===== src/rtl/spectrum_pkg.sv =====
// ============================================================================
// Module   : spectrum_pkg
// Brief    : Shared types, sizes and helpers for the spectrum bar writer.
// Revision : 1.0 - initial release
// ============================================================================
`default_nettype none

package spectrum_pkg;

    typedef enum logic [2:0] {
        IDLE    = 3'd0,
        COLLECT = 3'd1,
        REQ     = 3'd2,
        WAIT    = 3'd3,
        DONE    = 3'd4
    } state_t;

    localparam int COLS     = 16;
    localparam int ROWS     = 16;
    localparam int MAG_W    = 11;
    localparam int HEIGHT_W = 5;

    // Two's-complement magnitude; -512 maps to 10'd512, which is still
    // representable as an unsigned 10-bit value.
    function automatic logic [9:0] abs10(input logic [9:0] v);
        return v[9] ? (~v + 10'd1) : v;
    endfunction

endpackage

`default_nettype wire


===== src/rtl/spectrum_peak_bank.sv =====
// ============================================================================
// Module   : spectrum_peak_bank
// Brief    : Per-column running maximum of sample magnitudes.
// Revision : 1.0 - initial release
// ============================================================================
`default_nettype none

module spectrum_peak_bank
    import spectrum_pkg::*;
(
    input  logic                    clk,
    input  logic                    rst_n,
    input  logic                    i_clear,
    input  logic                    i_valid,
    input  logic [3:0]              i_col,
    input  logic [MAG_W-1:0]        i_mag,
    output logic [COLS*MAG_W-1:0]   o_peak_next
);

    // The next-state value is exported so the writer can build row 0 from
    // a frame that includes the sample arriving on the same cycle.
    for (genvar c = 0; c < COLS; c++) begin : g_peak
        logic [MAG_W-1:0] r_peak;
        logic [MAG_W-1:0] w_base;
        logic [MAG_W-1:0] w_next;

        assign w_base = i_clear ? '0 : r_peak;
        assign w_next = (i_valid && (i_col == 4'(c)) && (i_mag > w_base)) ? i_mag : w_base;
        assign o_peak_next[c*MAG_W +: MAG_W] = w_next;

        always_ff @(posedge clk or negedge rst_n) begin
            if (!rst_n) begin
                r_peak <= '0;
            end else begin
                r_peak <= w_next;
            end
        end
    end

endmodule

`default_nettype wire


===== src/rtl/spectrum_bar_writer.sv =====
// ============================================================================
// Module   : spectrum_bar_writer
// Brief    : Turns one FFT unload into a 16x16 bar image, written row by row.
// Revision : 1.0 - initial release
// ============================================================================
`default_nettype none

module spectrum_bar_writer
    import spectrum_pkg::*;
#(
    parameter int SHIFT = 5
)
(
    input  logic        clk,
    input  logic        rst_n,
    input  logic        fft_soud,
    input  logic        fft_opd,
    input  logic        fft_eoud,
    input  logic [7:0]  fft_idx,
    input  logic [9:0]  fft_re,
    input  logic [9:0]  fft_im,
    input  logic        set_busy,
    output logic        set_request,
    output logic [3:0]  set_row,
    output logic [15:0] set_value,
    output logic        frame_done,
    output logic        busy
);

    state_t                  r_state;
    logic                    w_start;
    logic                    w_accept;
    logic [MAG_W-1:0]        w_mag;
    logic [COLS*MAG_W-1:0]   w_peak_next;
    logic [3:0]              w_row;
    logic [COLS-1:0]         w_bitmap;
    logic                    w_unused_idx;

    assign w_start      = (r_state == IDLE) && fft_soud && fft_opd;
    assign w_accept     = fft_opd && !fft_idx[7] && (w_start || (r_state == COLLECT));
    assign w_mag        = {1'b0, abs10(fft_re)} + {1'b0, abs10(fft_im)};
    assign w_unused_idx = ^fft_idx[2:0];

    // Row being loaded on this edge: row 0 when leaving collection, else the next row.
    assign w_row = (r_state == WAIT) ? (set_row + 4'd1) : 4'd0;

    spectrum_peak_bank u_peak_bank (
        .clk         (clk),
        .rst_n       (rst_n),
        .i_clear     (w_start),
        .i_valid     (w_accept),
        .i_col       (fft_idx[6:3]),
        .i_mag       (w_mag),
        .o_peak_next (w_peak_next)
    );

    for (genvar c = 0; c < COLS; c++) begin : g_col
        logic [MAG_W-1:0]    w_shifted;
        logic [HEIGHT_W-1:0] w_height;

        assign w_shifted   = w_peak_next[c*MAG_W +: MAG_W] >> SHIFT;
        assign w_height    = (w_shifted >= MAG_W'(ROWS)) ? HEIGHT_W'(ROWS) : HEIGHT_W'(w_shifted);
        assign w_bitmap[c] = (w_height >= (HEIGHT_W'(ROWS) - {1'b0, w_row}));
    end

    always_ff @(posedge clk or negedge rst_n) begin
        if (!rst_n) begin
            r_state     <= IDLE;
            set_request <= 1'b0;
            set_row     <= 4'd0;
            set_value   <= 16'd0;
            frame_done  <= 1'b0;
            busy        <= 1'b0;
        end else begin
            frame_done <= 1'b0;
            case (r_state)
                IDLE: begin
                    if (w_start) begin
                        busy <= 1'b1;
                        if (fft_eoud) begin
                            set_request <= 1'b1;
                            set_row     <= 4'd0;
                            set_value   <= w_bitmap;
                            r_state     <= REQ;
                        end else begin
                            r_state <= COLLECT;
                        end
                    end
                end
                COLLECT: begin
                    if (fft_eoud) begin
                        set_request <= 1'b1;
                        set_row     <= 4'd0;
                        set_value   <= w_bitmap;
                        r_state     <= REQ;
                    end
                end
                REQ: begin
                    if (set_busy) begin
                        set_request <= 1'b0;
                        r_state     <= WAIT;
                    end
                end
                WAIT: begin
                    if (!set_busy) begin
                        if (set_row == 4'(ROWS - 1)) begin
                            frame_done <= 1'b1;
                            r_state    <= DONE;
                        end else begin
                            set_request <= 1'b1;
                            set_row     <= w_row;
                            set_value   <= w_bitmap;
                            r_state     <= REQ;
                        end
                    end
                end
                DONE: begin
                    busy    <= 1'b0;
                    r_state <= IDLE;
                end
                default: begin
                    set_request <= 1'b0;
                    busy        <= 1'b0;
                    r_state     <= IDLE;
                end
            endcase
        end
    end

endmodule

`default_nettype wire


===== config.mk =====
export PLATFORM = sky130hd
export DESIGN_NAME = spectrum_bar_writer
export DESIGN_NICKNAME = d
export VERILOG_FILES = /design/src/rtl/spectrum_pkg.sv /design/src/rtl/spectrum_peak_bank.sv /design/src/rtl/spectrum_bar_writer.sv
export SDC_FILE = /design/constraint.sdc
export NUM_CORES = 1
export LEC_CHECK = 0
export ABC_AREA = 1
export ABC_CLOCK_PERIOD_IN_PS = 3920
export BUFFER_PORTS_ARGS = -buffer_cell sky130_fd_sc_hd__buf_4
export CAP_MARGIN = 20
export CORE_AREA = 5 5 138 239
export CTS_BUF_LIST = sky130_fd_sc_hd__clkbuf_8
export DETAILED_ROUTE_END_ITERATION = 12
export DIE_AREA = 0 0 143 244
export PLACE_DENSITY = 0.74
export SYNTH_ARGS = -nofsm -noshare
export SYNTH_HDL_FRONTEND = slang
export SYNTH_SLANG_ARGS = --single-unit
export TNS_END_PERCENT = 5

===== constraint.sdc =====
create_clock -name clk -period 3.92 [get_ports clk]
set_clock_uncertainty 0.2 [all_clocks]
set_input_delay 0.196 -clock clk [delete_from_list [all_inputs] [get_ports clk]]
set_output_delay 0.196 -clock clk [all_outputs]
set_load 0.02 [all_outputs]

==> flow_metrics.tcl, run 1 <==
set metrics [dict create \
    run_status "complete, but fails checks" \
    failed_checks "negative setup slack" \
    drt-vias-per-instance 5.48 \
    hold_viol_final 0 \
    crit_top_cell "nand2_2" \
    post-synth-top-area-fraction_pct 30.2 \
    cap_violations 0 \
    tritoncts.num_buffers 35 \
    worst_setup_path_start_kind "primary input" \
    ys.warnings.count 0 \
    synth_async_sr_flop_share_pct 100 \
    critical_setup_path_kind "primary input to register" \
    drt.antenna.violating_nets 0 \
    worst-r2r-cell-count 21 \
    dpl.hpwl_mm 36.5 \
    worstMarginPinSlew_ns 0.582 \
    worst_setup_hold_path_clk_slew_ns 0.06 \
    area_growth_syn_to_layout_pct 26.9 \
    synth-seq-cells 202 \
    worstHoldStart "fft_idx[5]" \
    detailedRoute.firstPassIterationCount 6 \
    worst_hold_path.endpoint "u_peak_bank.g_peak[14].r_peak[5]" \
    ctsRootBufferMaster "clkbuf_8" \
    timing.critical_path.max_delay_family "simple AND/OR/NAND/NOR gates" \
    drv_slew 0 \
    post-route-min-period_ns 4.39 \
    cp_data_required_time_ns 4.15 \
    final_design_area_no_fill_sq_um 21200 \
    min_delay_path_depth 7 \
    synth_top_area_cell "dfrtp_1" \
    die_h_um 244 \
    vdd_ir_drop_max_uv 844 \
    yosysMostFrequentCell "nand2_1" \
    r2r-end "set_value[7]" \
    synth_enable_flop_cells 0 \
    cts.sink_count 202 \
    core_sq_um 30700 \
    port-buffer-count 53 \
    synth-seq-area-share_pct 30.2 \
    track_usage_pct 28.9 \
    post_synth_num_cell_types 46 \
    total_power_w 0.0117 \
    worstPathMaxFanout 7 \
    grt_antenna_before_repair 1 \
    setup_violations 16 \
    finish.net_count 2900 \
    clock_insertion_delay_worst_skew_ns 0.55 \
    first_global_vias 17028 \
    category_of_the_worst_setup_path_capture_point "register" \
    crit_path_top_delay_cell "ha_1" \
    share_of_cells_above_drive_strength_1_pct 24.9 \
    fin_crit_sh_pct 112 \
    power-per-cell-area_nw_per_um2 553 \
    fp.dieW_um 143 \
    setup_repair_after_global_routing_missed_its_margin "yes" \
    synth_nets 2580 \
    critPathArrivalTime_ns 4.63 \
    drt-total-wl_mm 50.2 \
    worst-r2r-setup-slack_ns -0.14 \
    syn-cell-area_sq_um 16700 \
    ys_dominant_reg_cell "dfrtp_1" \
    wl_per_cell_um 16.4 \
    die_area_sq_um 34900 \
    grt.overflow.total 0 \
    static-leakage-power_nw 12.2 \
    placement_rows 85 \
    critical_path.n_buffers_inverters 5 \
    design.portCount 57 \
    final.setup.tns_ns -6.13 \
    first_pass_grt_wire_length_mm 81.4 \
    post_synth_inst_count 2323 \
    pin_count_of_the_biggest_net_entering_global_routing 89 \
    cts_tree "yes" \
    detailedPlace.worstSlack_ns -1.14 \
    postSynthAreaPerCell_sq_um 7.20 \
    relSlewSlack_pct 60.8 \
    min_path_type "primary input to register" \
    clock_path_buffers 3 \
    synth.top_cells.by_count "nand2_1, inv_1, ha_1" \
    route.vias.total 16762 \
    number_of_remaining_drc_errors 0 \
    fmax_mhz 228 \
    slowest_delay_ns 0.29 \
    post_place_instance_area_sq_um 19900 \
    drt_iter0_drc 996 \
    floorplan.initialDensity_pct 54.4 \
    gpl.final_weighted_congestion 0.923 \
    setup_ws_ns -0.473 \
    synth.area.top_cells "dfrtp_1, ha_1, nand2_1" \
    cts.htree.levels 2 \
    crit-reg2reg-launch "r_state[1]" \
]
logic make-up after synthesis:
kind of cell | Yosys count | synth area share, %
adder cells (fa/ha/maj) | 223 | 16.7
flip-flops | 202 | 30.2
buffers and inverters | 370 | 9.25
XOR/XNOR | 21 | 1.10
AND/OR/NAND/NOR | 1186 | 31.6
AO/OA/AOI/OAI | 321 | 11.2
where the power goes:
| group | switching (W) | internal [W] |
|---|---|---|
| registers | 0.000165 | 0.00239 |
| clock network | 0.000941 | 0.00108 |
| logic | 0.00417 | 0.00300 |
stage by stage:
stage                     hold slack [ns]  std cells  util, %
after floorplan                    -0.300       2323        -
after global placement            -0.0329       2968     64.6
after detailed placement          -0.0283       2968     64.6
after CTS                         0.00131       3049     68.5
after global routing               0.0510       3058     69.1
final                              0.0428       3058     69.1
tightest hold or removal path: cells and delay by family:
family,cells,cell delay [ns]
buffers and inverters,3,0.25
AND/OR/NAND/NOR,4,0.30
metal layers:
| metal | global-route usage, % | wire [um] | part of all wire (%) | vias up |
|---|---|---|---|---|
| met5 | 0 | 0 | 0 | - |
| li1 | - | - | - | 8162 |
| met3 | 4.28 | 2730 | 5.5 | 201 |
| met4 | 16.3 | 3230 | 6.4 | 0 |
| met1 | 31.2 | 18300 | 36 | 7823 |
| met2 | 52.9 | 25900 | 52 | 576 |
flip-flops by register name, summed over array words and instances (netlist names):
signal	flops
frame_done	1
r_state	3
busy	1
set_request	1
set_row	4
u_peak_bank.g_peak.r_peak	176
set_value	16
area by class of cell:
cell class,instances,area (sq um)
well taps,391,489
diodes,1,2.50
repair buffers,344,2990
fillers,2469,9500
repair inverters,1,16.3
flip-flops and latches,202,5050
clock buffers,44,606
multi-input cells,1752,10800
inverters,307,1180
clock inverters,16,96.3
worst max path at each step:
| stage | from | end | slack (ns) | cells past startpoint |
|---|---|---|---|---|
| 5_1_grt | fft_re[0] | set_value[2] | -0.74 | 35 |
| 6_report | fft_re[0] | set_value[3] | -0.47 | 32 |
| 4_1_cts | fft_re[0] | set_value[7] | -0.39 | 33 |
| 2_1_floorplan | fft_im[1] | set_value[2] | -0.60 | 30 |
| 3_3_place_gp | fft_re[0] | set_value[11] | -1.10 | 30 |
| 3_5_place_dp | fft_re[0] | set_value[11] | -1.14 | 30 |
timing repair:
action / CTS / global route
pin swaps: 40 / 29
hold buffers: 7 / 0
buffers inserted: 12 / 7
cloned: 2 / 0
endpoints found under the hold margin: 208 / 0
resized for setup: 83 / 31
setup endpoints to repair: 16 / 19
cell usage in the layout, fill, tap and decap left out, drive strengths merged, types with 2 or more instances in the layout:
cell / n
dfrtp: 202
inv: 315
dlygate4sd3: 6
nor4: 4
o21ai: 158
clkinv: 7
ha: 222
or3b: 2
nor3b: 2
nand3: 201
buf: 337
a21oi: 84
xnor2: 9
or2: 3
o21a: 32
nand2: 686
a21boi: 23
nor3: 20
a221oi: 2
clkbuf: 45
a31o: 9
o31ai: 2
nand4: 13
xor2: 12
o21bai: 8
nor2: 255
(Power assumes the default switching activity.)
==> run 2, diff against run 1 <==
--- a/config.mk
+++ b/config.mk
@@ -9,11 +9,11 @@
 export ABC_CLOCK_PERIOD_IN_PS = 3920
 export BUFFER_PORTS_ARGS = -buffer_cell sky130_fd_sc_hd__buf_4
 export CAP_MARGIN = 20
-export CORE_AREA = 5 5 138 239
+export CORE_AREA = 5 5 134 231
 export CTS_BUF_LIST = sky130_fd_sc_hd__clkbuf_8
 export DETAILED_ROUTE_END_ITERATION = 12
-export DIE_AREA = 0 0 143 244
-export PLACE_DENSITY = 0.74
+export DIE_AREA = 0 0 139 236
+export PLACE_DENSITY = 0.78
 export SYNTH_ARGS = -nofsm -noshare
 export SYNTH_HDL_FRONTEND = slang
 export SYNTH_SLANG_ARGS = --single-unit
==> run 2 against run 1 <==
Against the previous run:
- the run still ends with negative setup slack left
- register-to-register slack better by 0.04 ns
- non-clock buffer count is 19 lower
- sequential power hardly changed
==> flow_metrics.tcl, run 2 (synthesis results as in run 1) <==
set metrics [dict create \
    ctsRootBufferMaster "clkbuf_8" \
    fmax_mhz 226 \
    slowest_delay_ns 0.33 \
    clock_path_buffers 3 \
    reg_top3 "u_peak_bank.g_peak.r_peak x176, set_value x16, set_row x4" \
    clock_insertion_delay_worst_skew_ns 0.54 \
    drt_iter0_drc 1092 \
    first_global_vias 16958 \
    worstPathMaxFanout 7 \
    drt.antenna.violating_nets 0 \
    relSlewSlack_pct 56.7 \
    cts.htree.levels 2 \
    track_usage_pct 29.7 \
    die_h_um 236 \
    worstMarginPinSlew_ns 0.649 \
    placement_rows 82 \
    port-buffer-count 53 \
    route.vias.total 16721 \
    tritoncts.num_buffers 34 \
    crit_top_cell "nand2_2" \
    pin_count_of_the_biggest_net_entering_global_routing 79 \
    detailedPlace.worstSlack_ns -1.16 \
    run_status "complete, but fails checks" \
    category_of_the_worst_setup_path_capture_point "register" \
    worst_setup_path_start_kind "primary input" \
    drt-vias-per-instance 5.54 \
    cts.sink_count 202 \
    critical_setup_path_kind "primary input to register" \
    grt.overflow.total 0 \
    cap_violations 0 \
    number_of_flip_flops_in_the_largest_register 176 \
    min_path_type "primary input to register" \
    layout.core_utilization_pct 72.7 \
    drt-total-wl_mm 50.1 \
    design.portCount 57 \
    drv_slew 0 \
    cts_tree "yes" \
    wl_per_cell_um 16.6 \
    critPathArrivalTime_ns 4.65 \
    grt_antenna_before_repair 1 \
    cp_data_required_time_ns 4.15 \
    dpl.hpwl_mm 35.5 \
    critical_path.n_buffers_inverters 7 \
    finish.net_count 2880 \
    setup_repair_after_global_routing_missed_its_margin "yes" \
    area_growth_syn_to_layout_pct 24.8 \
    die_area_sq_um 32800 \
    post-route-min-period_ns 4.42 \
    static-leakage-power_nw 12.1 \
    hold_slack_ns 0.0358 \
    failed_checks "negative setup slack" \
    gpl.final_weighted_congestion 0.950 \
    power-per-cell-area_nw_per_um2 552 \
    fin_crit_sh_pct 113 \
    crit_path_top_delay_cell "ha_1" \
    final.setup.tns_ns -6.95 \
    number_of_remaining_drc_errors 0 \
    vdd_ir_drop_max_uv 670 \
    detailedRoute.firstPassIterationCount 6 \
    floorplan.initialDensity_pct 58.3 \
    hold_viol_final 0 \
    mostFrequentLayoutCells "nand2_1, buf_4, inv_1, nor2_1, ha_1" \
    share_of_cells_above_drive_strength_1_pct 23.6 \
    setup_violations 16 \
    fp.dieW_um 139 \
    core_sq_um 28700 \
    worst_setup_hold_path_clk_slew_ns 0.06 \
    regMostFlops "u_peak_bank.g_peak.r_peak" \
    layout_commonest_cell "nand2_1" \
    setup_ws_ns -0.502 \
    timing.critical_path.max_delay_family "simple AND/OR/NAND/NOR gates" \
    first_pass_grt_wire_length_mm 80.1 \
]
run 2: path summary, 6_finish.rpt:
kind / start / end / slack [ns] / depth (start not counted)
hold / removal: fft_idx[3] / u_peak_bank.g_peak[14].r_peak[10] / 0.04 / 9
min in group asynchronous: rst_n / u_peak_bank.g_peak[9].r_peak[10] / 0.40 / 3
setup / recovery: fft_re[1] / set_value[7] / -0.50 / 34
hold reg to reg: busy / busy / 0.29 / 2
setup reg to reg: r_state[1] / set_value[10] / -0.10 / 24
max in group asynchronous: rst_n / set_value[12] / 2.32 / 4
run 2: what timing repair did:
action,CTS,global route
pin swaps,13,19
gates cloned,1,1
setup buffers,4,5
resized for setup,26,54
endpoints found under the setup margin,16,19
hold buffers,5,0
hold endpoints to repair,165,0
run 2: layout make-up:
type	count	area, sq um
clock inverter	14	85.1
clock buffer	40	551
timing repair inverter	2	27.5
multi-input combinational	1751	10700
inverter	307	1180
antenna	1	2.50
timing repair buffer	325	2830
fill	2180	7850
tap	378	473
sequential	202	5050
run 2: power breakdown:
part / internal, W / switching [W]
clock: 0.000984 / 0.000903
sequential: 0.00239 / 0.000155
combinational: 0.00293 / 0.00415
total: 0.00631 / 0.00521
run 2: layer usage:
layer	track usage [%]	share of wire, %
met1	31.9	36
met2	53.3	50
met3	4.95	5.7
met4	19.6	7.6
met5	0	0
run 2: worst register-to-register path, stage by stage (launching register included):
cell      delay [ns]
dfrtp_1         0.41
nor2_1          0.23
nand4_4         0.15
buf_12          0.21
buf_4           0.20
nand2_1         0.06
ha_1            0.21
nand2_1         0.11
o21ai_0         0.08
a21boi_0        0.25
o21ai_0         0.16
nand2_1         0.11
nand2_2         0.09
nand2_4         0.13
nand2_1         0.07
nand2_1         0.11
inv_2           0.07
nand2_4         0.06
nor2_2          0.03
ha_1            0.28
a21boi_0        0.12
o21a_1          0.17
o21a_1          0.16
o21ai_0         0.16
a21oi_1         0.08
run 2: through the flow:
| step | instance area (sq um) | total power [W] | cells |
|---|---|---|---|
| finish | 20900 | 0.0115 | 3020 |
| CTS | 20600 | 0.0114 | 3013 |
| global placement | 19800 | 0.00912 | 2949 |
| detailed placement | 19800 | 0.00944 | 2949 |
| floorplan | 17000 | 0.00672 | 2323 |
| global route | 20900 | 0.0124 | 3020 |
